$ cat src/rtl/tictactoe_turn_ctrl_if.sv
// Button inputs and display/status outputs of the tic-tac-toe turn controller.
// The master side drives the debounced buttons; the slave side is the controller.
interface tictactoe_turn_ctrl_if;
    logic        move_i;
    logic        sel_i;
    logic [3:0]  cursor_o;
    logic [17:0] board_o;
    logic        player_o;
    logic [1:0]  winner_o;
    logic        game_over_o;
    logic        reject_o;
    logic        timeout_o;

    modport master (
        output move_i, sel_i,
        input  cursor_o, board_o, player_o, winner_o, game_over_o, reject_o, timeout_o
    );

    modport slave (
        input  move_i, sel_i,
        output cursor_o, board_o, player_o, winner_o, game_over_o, reject_o, timeout_o
    );
endinterface

$ cat src/rtl/tictactoe_turn_ctrl.sv
// Tic-tac-toe game sequencer: board, cursor, turn, per-turn timeout and win/draw
// detection, driven by rising edges of the debounced move/select buttons.
module tictactoe_turn_ctrl #(
    parameter int TURN_CYCLES = 250_000_000
) (
    input  logic                 clk,
    input  logic                 rst,
    tictactoe_turn_ctrl_if.slave bus
);
    localparam int TW = $clog2(TURN_CYCLES);
    localparam logic [TW-1:0] TIMER_LAST = TW'(TURN_CYCLES - 1);

    // Eight winning lines, three 4-bit cell indices each, line 0 in the low bits.
    localparam logic [95:0] LINES = {
        4'd6, 4'd4, 4'd2,   4'd8, 4'd4, 4'd0,
        4'd8, 4'd5, 4'd2,   4'd7, 4'd4, 4'd1,
        4'd6, 4'd3, 4'd0,   4'd8, 4'd7, 4'd6,
        4'd5, 4'd4, 4'd3,   4'd2, 4'd1, 4'd0
    };

    typedef enum logic [1:0] {TURN, CHECK, DONE} state_t;

    state_t          state_reg,   state_next;
    logic [3:0]      cursor_reg,  cursor_next;
    logic [17:0]     board_reg,   board_next;
    logic            player_reg,  player_next;
    logic [1:0]      winner_reg,  winner_next;
    logic [TW-1:0]   timer_reg,   timer_next;
    logic            over_reg,    over_next;
    logic            reject_reg,  reject_next;
    logic            timeout_reg, timeout_next;
    logic            move_q_reg;
    logic            sel_q_reg;

    logic            move_edge;
    logic            sel_edge;
    logic [1:0]      mark;
    logic [8:0]      occ;
    logic [8:0]      mine;
    logic [7:0]      line_hit;
    logic [3:0]      free_idx;
    logic            cur_occ;
    logic            place_en;
    logic [3:0]      place_idx;

    assign move_edge = bus.move_i & ~move_q_reg;
    assign sel_edge  = bus.sel_i  & ~sel_q_reg;
    assign mark      = player_reg ? 2'b10 : 2'b01;
    assign cur_occ   = occ[cursor_reg];

    genvar gi;
    generate
        for (gi = 0; gi < 9; gi++) begin : g_cell
            assign occ[gi]  = |board_reg[2*gi +: 2];
            assign mine[gi] = (board_reg[2*gi +: 2] == mark);
        end
        for (gi = 0; gi < 8; gi++) begin : g_line
            localparam int CA = int'(LINES[gi*12 +: 4]);
            localparam int CB = int'(LINES[gi*12 + 4 +: 4]);
            localparam int CC = int'(LINES[gi*12 + 8 +: 4]);
            assign line_hit[gi] = mine[CA] & mine[CB] & mine[CC];
        end
    endgenerate

    // Lowest-index empty cell, target of an automatic placement.
    always_comb begin
        free_idx = 4'd0;
        for (int k = 8; k >= 0; k--) begin
            if (!occ[k]) begin
                free_idx = 4'(k);
            end
        end
    end

    always_comb begin
        state_next   = state_reg;
        cursor_next  = cursor_reg;
        board_next   = board_reg;
        player_next  = player_reg;
        winner_next  = winner_reg;
        timer_next   = timer_reg;
        reject_next  = 1'b0;
        timeout_next = 1'b0;
        place_en     = 1'b0;
        place_idx    = cursor_reg;

        case (state_reg)
            TURN: begin
                timer_next = timer_reg + TW'(1);
                if (move_edge) begin
                    cursor_next = (cursor_reg == 4'd8) ? 4'd0 : cursor_reg + 4'd1;
                end
                // A valid select wins over the timeout; an occupied select loses to it.
                if (sel_edge && !cur_occ) begin
                    place_en  = 1'b1;
                    place_idx = cursor_reg;
                end else if (timer_reg == TIMER_LAST) begin
                    place_en     = 1'b1;
                    place_idx    = free_idx;
                    timeout_next = 1'b1;
                end else if (sel_edge) begin
                    reject_next = 1'b1;
                end
                if (place_en) begin
                    state_next = CHECK;
                end
            end
            CHECK: begin
                if (|line_hit) begin
                    winner_next = mark;
                    state_next  = DONE;
                end else if (&occ) begin
                    winner_next = 2'b11;
                    state_next  = DONE;
                end else begin
                    player_next = ~player_reg;
                    timer_next  = '0;
                    state_next  = TURN;
                end
            end
            DONE: begin
                if (sel_edge) begin
                    board_next  = '0;
                    winner_next = 2'b00;
                    player_next = 1'b0;
                    cursor_next = 4'd0;
                    timer_next  = '0;
                    state_next  = TURN;
                end
            end
            default: begin
                state_next = TURN;
            end
        endcase

        for (int k = 0; k < 9; k++) begin
            if (place_en && (place_idx == 4'(k))) begin
                board_next[2*k +: 2] = mark;
            end
        end

        over_next = (state_next == DONE);
    end

    always_ff @(posedge clk or posedge rst) begin
        if (rst) begin
            state_reg   <= TURN;
            cursor_reg  <= 4'd0;
            board_reg   <= '0;
            player_reg  <= 1'b0;
            winner_reg  <= 2'b00;
            timer_reg   <= '0;
            over_reg    <= 1'b0;
            reject_reg  <= 1'b0;
            timeout_reg <= 1'b0;
            // Held-high buttons must not look like edges after reset.
            move_q_reg  <= 1'b1;
            sel_q_reg   <= 1'b1;
        end else begin
            state_reg   <= state_next;
            cursor_reg  <= cursor_next;
            board_reg   <= board_next;
            player_reg  <= player_next;
            winner_reg  <= winner_next;
            timer_reg   <= timer_next;
            over_reg    <= over_next;
            reject_reg  <= reject_next;
            timeout_reg <= timeout_next;
            move_q_reg  <= bus.move_i;
            sel_q_reg   <= bus.sel_i;
        end
    end

    assign bus.cursor_o    = cursor_reg;
    assign bus.board_o     = board_reg;
    assign bus.player_o    = player_reg;
    assign bus.winner_o    = winner_reg;
    assign bus.game_over_o = over_reg;
    assign bus.reject_o    = reject_reg;
    assign bus.timeout_o   = timeout_reg;
endmodule

$ cat src/flat_wrapper.sv
// flat-port wrapper written by rule: the top's interface ports become plain ports
module tictactoe_turn_ctrl_flat 
#(
    parameter int TURN_CYCLES = 250_000_000
)
  (clk, rst, bus_move_i, bus_sel_i, bus_cursor_o, bus_board_o, bus_player_o, bus_winner_o, bus_game_over_o, bus_reject_o, bus_timeout_o);
  tictactoe_turn_ctrl_if bus_i ();
  input  logic clk;
  input  logic rst;
  input wire logic [$bits(bus_i.move_i)-1:0] bus_move_i;
  input wire logic [$bits(bus_i.sel_i)-1:0] bus_sel_i;
  output wire logic [$bits(bus_i.cursor_o)-1:0] bus_cursor_o;
  output wire logic [$bits(bus_i.board_o)-1:0] bus_board_o;
  output wire logic [$bits(bus_i.player_o)-1:0] bus_player_o;
  output wire logic [$bits(bus_i.winner_o)-1:0] bus_winner_o;
  output wire logic [$bits(bus_i.game_over_o)-1:0] bus_game_over_o;
  output wire logic [$bits(bus_i.reject_o)-1:0] bus_reject_o;
  output wire logic [$bits(bus_i.timeout_o)-1:0] bus_timeout_o;
  assign bus_i.move_i = bus_move_i;
  assign bus_i.sel_i = bus_sel_i;
  assign bus_cursor_o = bus_i.cursor_o;
  assign bus_board_o = bus_i.board_o;
  assign bus_player_o = bus_i.player_o;
  assign bus_winner_o = bus_i.winner_o;
  assign bus_game_over_o = bus_i.game_over_o;
  assign bus_reject_o = bus_i.reject_o;
  assign bus_timeout_o = bus_i.timeout_o;
  tictactoe_turn_ctrl #(.TURN_CYCLES(TURN_CYCLES)) u_core (.clk(clk), .rst(rst), .bus(bus_i));
endmodule
$ cat config.mk
export PLATFORM = sky130hd
export DESIGN_NAME = tictactoe_turn_ctrl_flat
export DESIGN_NICKNAME = d
export VERILOG_FILES = /design/src/rtl/tictactoe_turn_ctrl_if.sv /design/src/rtl/tictactoe_turn_ctrl.sv /design/src/flat_wrapper.sv
export SDC_FILE = /design/constraint.sdc
export NUM_CORES = 1
export LEC_CHECK = 0
export ABC_AREA = 1
export CORE_ASPECT_RATIO = 1.75
export CORE_MARGIN = 2
export CORE_UTILIZATION = 60
export CTS_CLUSTER_SIZE = 12
export DETAILED_ROUTE_END_ITERATION = 8
export GPL_ROUTABILITY_DRIVEN = 1
export GPL_TIMING_DRIVEN = 0
export PLACE_DENSITY_LB_ADDON = 0.25
export SYNTH_ARGS = -nofsm -noshare
export SYNTH_HDL_FRONTEND = slang
export SYNTH_SLANG_ARGS = --single-unit
$ cat constraint.sdc
create_clock -name clk -period 3 [get_ports clk]
set_clock_uncertainty 0.05 [all_clocks]
set_input_delay 0.6 -clock clk [delete_from_list [all_inputs] [get_ports clk]]
set_output_delay 0.6 -clock clk [all_outputs]
set_load 0.01 [all_outputs]
# --- Word-level counts from Yosys, hierarchy flattened ---
# Index checks and enable logic that the tools add are counted.
totals:
  regBits: 60
  latchBits: 0
  ram_bits: 0
  rom_bits: 0
  out_inout_bits: 28
  elab_cells: 185
  memories: 0
classes:
  n_addsub: 2
  n_mul: 0
  div: 0
  n_lt_le_gt_ge: 1
  n_eq_ne: 27
  shifts: 0
  mux: 57
  bitwise: 21
  reduce_logical: 58
ops:
  columns: ["cell", "count"]
  rows:
  - ["28-bit 2-to-1 mux", 3]
  - ["28-bit one-hot mux with 3 select lines", 1]
  - ["4-bit 2-to-1 mux", 15]
  - ["2-bit nonzero test", 20]
  - ["18-bit 2-to-1 mux", 2]
  - ["2-bit 2-to-1 mux", 17]
  - ["28-bit by 1-bit adder with 28-bit output, second input constant", 1]
  - ["28-bit == test, second input constant", 1]
  - ["1-bit AND", 18]
  - ["2-bit == test", 9]
  - ["2-bit AND reduction", 9]
  - ["2-bit OR reduction", 9]
  - ["4-bit by 3-bit == test with 1-bit output, second input constant", 4]
  - ["1-bit 2-to-1 mux", 14]
  - ["1-bit logical AND", 10]
  - ["9-bit AND reduction", 1]
  - ["4-bit by 2-bit == test with 1-bit output, second input constant", 2]
  - ["4-bit == test, second input constant", 2]
  - ["4-bit one-hot mux with 2 select lines", 1]
  - ["4-bit AND reduction", 2]
  - ["8-bit OR reduction", 1]
  - ["2-bit one-hot mux with 3 select lines", 1]
  - ["3-bit AND reduction", 2]
  - ["4-bit by 5-bit < comparator with 1-bit output, second input constant", 1]
  - ["other kinds (15)", 20]

# --- Depth between registers and ports, before layout ---
depth:
  ltp_word: 17
  mapped_depth: 16
  mapped_depth_nobuf: 15

# --- Worst setup path after synthesis ---
# Ideal clock, no wire load.
synth_timing:
  path_kind: "reg2reg"
  start: "register u_core.timer_reg[0]"
  end: "register u_core.board_reg[0], in the netlist u_core.bus.board_o[0]"
  arrival_time_ps: 1873
  path_slack_ps: 963
  path_stages_with_launch: 15
  path_buffers: 0
  path_cell_list: "dfrtp_1 ha_1 nand3_2 nor2_4 nand2_2 nor2_1 nand2_1 nor2_4 nand2_4 nand2_1 o21ai_4 nor2_4 nand3_1 nand2_1 inv_1"
synth_between:
  elab_chain_cells: 8
  word_cells_on_any_way: 14
  cone_classes: "eq/ne (1); mux (8); reduce/logical (5)"
synth_rtl:
  columns: ["element", "line", "rtl"]
  rows:
  - ["start, declared", "tictactoe_turn_ctrl.sv:28", "logic [TW-1:0] timer_reg, timer_next;"]
  - ["start signal, assigned", "tictactoe_turn_ctrl.sv:165", "timer_reg <= timer_next;"]
  - ["28-bit == test *", "tictactoe_turn_ctrl.sv:97", "end else if (timer_reg == TIMER_LAST) begin"]
  - ["4-bit 2-to-1 mux / 1-bit 2-to-1 mux (equally long branches)", "tictactoe_turn_ctrl.sv:97", null]
  - ["4-bit 2-to-1 mux / 1-bit 2-to-1 mux (equally long branches)", "tictactoe_turn_ctrl.sv:94", "if (sel_edge && !cur_occ) begin"]
  - ["4-bit 2-to-1 mux / 1-bit 2-to-1 mux (equally long branches)", "tictactoe_turn_ctrl.sv:87", "case (state_reg)"]
  - ["4-bit logical NOT / 1-bit 2-to-1 mux (equally long branches)", "tictactoe_turn_ctrl.sv:137, tictactoe_turn_ctrl.sv:87", null]
  - ["1-bit logical AND *", "tictactoe_turn_ctrl.sv:137", "if (place_en && (place_idx == 4'(k))) begin"]
  - ["2-bit nonzero test (no line)", null, null]
  - ["2-bit AND reduction (no line)", null, null]
  - ["end signal, assigned", "tictactoe_turn_ctrl.sv:162", "board_reg <= board_next;"]
  - ["end, declared", "tictactoe_turn_ctrl.sv:25", "logic [17:0] board_reg, board_next;"]
# Mark *: on every way between the ends. The rest lies on a longest branch, timed or not. The select of a mux whose other input is x is not followed.
# A chain may end at the register's enable or synchronous reset.

# --- Worst setup path in the final report ---
layout_timing:
  start: "register u_core.player_reg, in the netlist u_core.bus.player_o"
  end: "register u_core.timer_reg[3]"
layout_between:
  elab_chain_cells: 7
  word_cells_on_any_way: 29
  cone_classes: "eq/ne (10); mux (1); bitwise (16); reduce/logical (2)"
layout_rtl:
  columns: ["element", "line", "rtl"]
  rows:
  - ["start, declared", "tictactoe_turn_ctrl.sv:26", "logic player_reg, player_next;"]
  - ["start signal, assigned", "tictactoe_turn_ctrl.sv:163", "player_reg <= player_next;"]
  - ["2-bit 2-to-1 mux *", "tictactoe_turn_ctrl.sv:48", "assign mark = player_reg ? 2'b10 : 2'b01;"]
  - ["2-bit == test", "tictactoe_turn_ctrl.sv:55", "assign mine[gi] = (board_reg[2*gi +: 2] == mark);"]
  - ["1-bit AND (2 in series)", "tictactoe_turn_ctrl.sv:61", "assign line_hit[gi] = mine[CA] & mine[CB] & mine[CC];"]
  - ["8-bit OR reduction *", "tictactoe_turn_ctrl.sv:109", "if (|line_hit) begin"]
  - ["2-bit != test (no line) *", null, null]
  - ["4-bit AND reduction (no line) *", null, null]
# Mark *: on every way between the ends. The rest lies on a longest branch, timed or not.

==> summary.md <==
| Metric | Value |
|---|---|
| Outcome | `complete, no violations` |
| Final Net Count | `656` |
| Area leader, netlist | `dfrtp_1` |
| Num CTS Buffers | `9` |
| Sequential cell area | `0.00150 mm2` |
| Detailed Route WL | `12.6 mm` |
| Area grow syn2layout | `19.3%` |
| Post-CTS Setup Bufs | `0` |
| Drc violations | `0` |
| Critical Path Max Stage Delay | `0.40 ns` |
| Worst-path clk slew | `0.05 ns` |
| TritonCTS clock tree | `built` |
| CP Data Arrival Time | `2.71 ns` |
| Chip Height | `114 um` |
| Register-to-register setup slack | `0.50 ns` |
| Fin util | `73.0%` |
| Post-Syn Nets | `613` |
| CTS Root Cell | `clkbuf_16` |
| Worst Hold Depth | `2` |
| Synth unique cells | `35` |
| CTS resizes | `0` |
| Levels on crit path | `15` |
| DR pass1 iterations | `5` |
| # Max-Cap Violations | `0` |
| # fillers | `557` |
| Mapped Area | `0.00416 mm2` |
| Final Hold Fails | `0` |
| Critical path class | `reg2reg` |
| Top-count cell post-synth | `nand2_1` |
| Gpl congestion | `0.997` |
| R2R depth | `15` |
| Antenna Nets Post-Route | `0` |
| I/O pins | `32` |
| Die Wd | `67.0 um` |
| Post-synth EDFFs | `0` |
| Combinational Power Share | `48.0%` |
| Routed len/inst | `17.1 um` |
| Syn_area_per_cell | `6.92 um2` |
| Cells after Synth | `602` |
| Full die area | `0.00765 mm2` |
| Setup WS post-layout | `0.496 ns` |
| RSZ-0062 raised after global routing | `no` |
| CTS Hold Bufs | `0` |
| CTS sink cnt | `60` |
| Fraction of layout cells with a size suffix above 1 | `12.2%` |
| Number of port buffers | `31` |
| First-pass GRT wire length | `20.4 mm` |
| Largest net degree at the start of global routing | `33` |
| Total internal power | `2750 uW` |
| Hold Path Sink | `u_core.bus.winner_o[1]` |
| Vias in the first global route | `4210` |
| Met2 usage | `65.9%` |
| P_leak | `0.00230 uW` |
| Psw | `2090 uW` |
| Max_slew headroom | `56.0%` |
| Fin crit period | `2.50 ns` |
| Sequential fraction of the synthesis area | `36.1%` |
| Total power | `4840 uW` |
| Asr flop ratio synth | `100%` |
| PD cells | `974 mW/mm2` |
| Synth top area cells | `dfrtp_1 35%, nand2_1 15%, nand3_1 7.0%` |
| Core Box Area | `0.00681 mm2` |
| Dpl ws | `0.314 ns` |
| GR peak layer | `met2` |
| VDD IR max | `0.495 mV` |
| Synth warn | `0` |
| CTS Buffer Depth | `2` |
| Crit-path slowest cell | `a21oi_1` |
| Synth top area share | `34.9%` |
| Worst setup EP type | `flip-flop` |
| Family with the most delay on the worst path | `buffers and inverters` |
| DP HPWL | `9.57 mm` |
| Number of DRC markers in iteration 0 | `392` |
| Initial antenna violation count | `0` |
| Max H-tree Level | `3` |
| Clock share of power | `26.8%` |
| Worst slew pin tran | `0.654 ns` |
| FP Rows | `40` |
| CP Cell Sequence | `buf_4 > inv_2 > buf_6 > o21ai_0 > a21oi_1 > nand2_1 > o22ai_1 > nor2_1 > nand2_2 > nand2_2 > nand3_1 > buf_4 > buf_6 > nand2_1 > o21ai_1` |
| Final Cycle Share | `83.5%` |
| Sw Ratio | `43.2%` |
| Hold Crit Class | `reg2reg` |
| Max reg flops | `28` |
| CP Launch Type | `flip-flop` |
| Flop pwr share | `25.2%` |
| CP bufs+invs | `5` |
| GRT met3 Usage | `9.54%` |
| Prevailing post-synth register cell | `dfrtp_1` |
| Skew-Pair Late Insertion Delay | `0.34 ns` |
| Reg-to-Reg End | `u_core.timer_reg[3]` |
| Total gr overflow | `0` |
| Pins Over Slew Limit | `0` |
| CP Max Fanout | `10` |
| GRT met1 Usage | `32.1%` |
| Footprint of the multi-input gates | `0.00229 mm2` |
| Critical R2R Launch | `u_core.bus.player_o` |
| Initial Util | `61.2%` |
| GRT Util Overall | `36.1%` |
| DR vias | `4280` |
| Synth cell count leaders | `169 x nand2_1, 61 x inv_1, 59 x nor2_1` |
| HP Start | `u_core.bus.winner_o[1]` |
| Ant diodes | `0` |
| Register bit total from synthesis | `60` |
| Final setup viols | `0` |
| Worst EP required | `3.21 ns` |
| Fmax | `0.399 GHz` |
| Vias per inst | `5.83` |
-- worst max-delay path by stage --
stage                                        end                 from  slack, ns
after floorplan            u_core.bus.board_o[0]                  rst       0.87
after global placement    u_core.bus.board_o[10]                  rst      -0.15
after detailed placement   u_core.bus.board_o[0]            bus_sel_i       0.31
after CTS                  u_core.bus.board_o[2]  u_core.timer_reg[0]       0.52
after global routing       u_core.bus.board_o[2]  u_core.timer_reg[0]       0.29
final                        u_core.timer_reg[3]  u_core.bus.player_o       0.50
-- power by group through the flow --
stage | Combinational, uW | Clock, uW | Sequential [uW]
after floorplan | 1410 | 0 | 1260
after detailed placement | 2250 | 0 | 1220
after global routing | 2550 | 1330 | 1240
final | 2320 | 1300 | 1220
after CTS | 2290 | 1290 | 1210
after global placement | 2200 | 0 | 1210
-- per-stage QoR --
stage | setup TNS, ns | cell area (um2) | hold slack [ns] | instances
2_1_floorplan | 0 | 4160 | 0.448 | 602
3_3_place_gp | -8.57 | 4580 | 0.434 | 717
3_5_place_dp | 0 | 4600 | 0.435 | 718
4_1_cts | 0 | 4970 | 0.453 | 734
5_1_grt | 0 | 4970 | 0.479 | 734
6_report | 0 | 4970 | 0.453 | 734
-- metal layers --
layer,up-vias,part of all wire [%]
li1,2046,-
met1,1971,33
met2,186,54
met3,77,4.9
met4,0,8.7
met5,-,0
-- worst reg2reg max path, delay by kind of cell (launching register included) --
kind,cells,cell delay (ns)
and+or+nand+nor,6,0.52
DFF,1,0.38
AOI/OAI and AO/OA,4,0.71
buffers and inverters,5,0.77
-- area by class of cell --
class,count,area share [%]
clock buffer,12,4.96
buffer,17,2.34
clock inverter,4,2.42
timing repair buffer,32,6.65
inverter,68,5.14
multi-input combinational,457,46.1
tap,84,2.12
sequential,60,30.3
-- cell families after synthesis --
family	share of synthesized area [%]
AOI/OAI and AO/OA	11.3
xor gates and xnor gates	1.05
adders and majority gates	2.10
buffers and inverters	8.92
DFF	36.1
and+or+nand+nor	40.5
-- cell usage in the layout (no fill, tap or decap), types with 4 or more instances in the layout --
master	synthesis	final
clkdlybuf4s50_1	0	31
o21ai_0	31	31
nor4_1	6	6
nand4_1	15	15
ha_1	7	7
inv_2	5	6
buf_6	5	5
nor2_4	5	5
a21oi_1	22	22
o21ai_1	15	15
buf_2	6	6
clkbuf_1	4	6
nand3b_1	8	8
or2_2	11	11
nand2_4	5	5
xor2_1	4	4
nand3_1	58	58
nor3_1	13	13
nand2_1	169	169
inv_1	61	60
nand2_2	6	6
nor2_1	59	59
dfrtp_1	58	58
bufinv_16	0	4
clkbuf_16	0	9
o21ai_2	10	10
(Power assumes the default switching activity.)
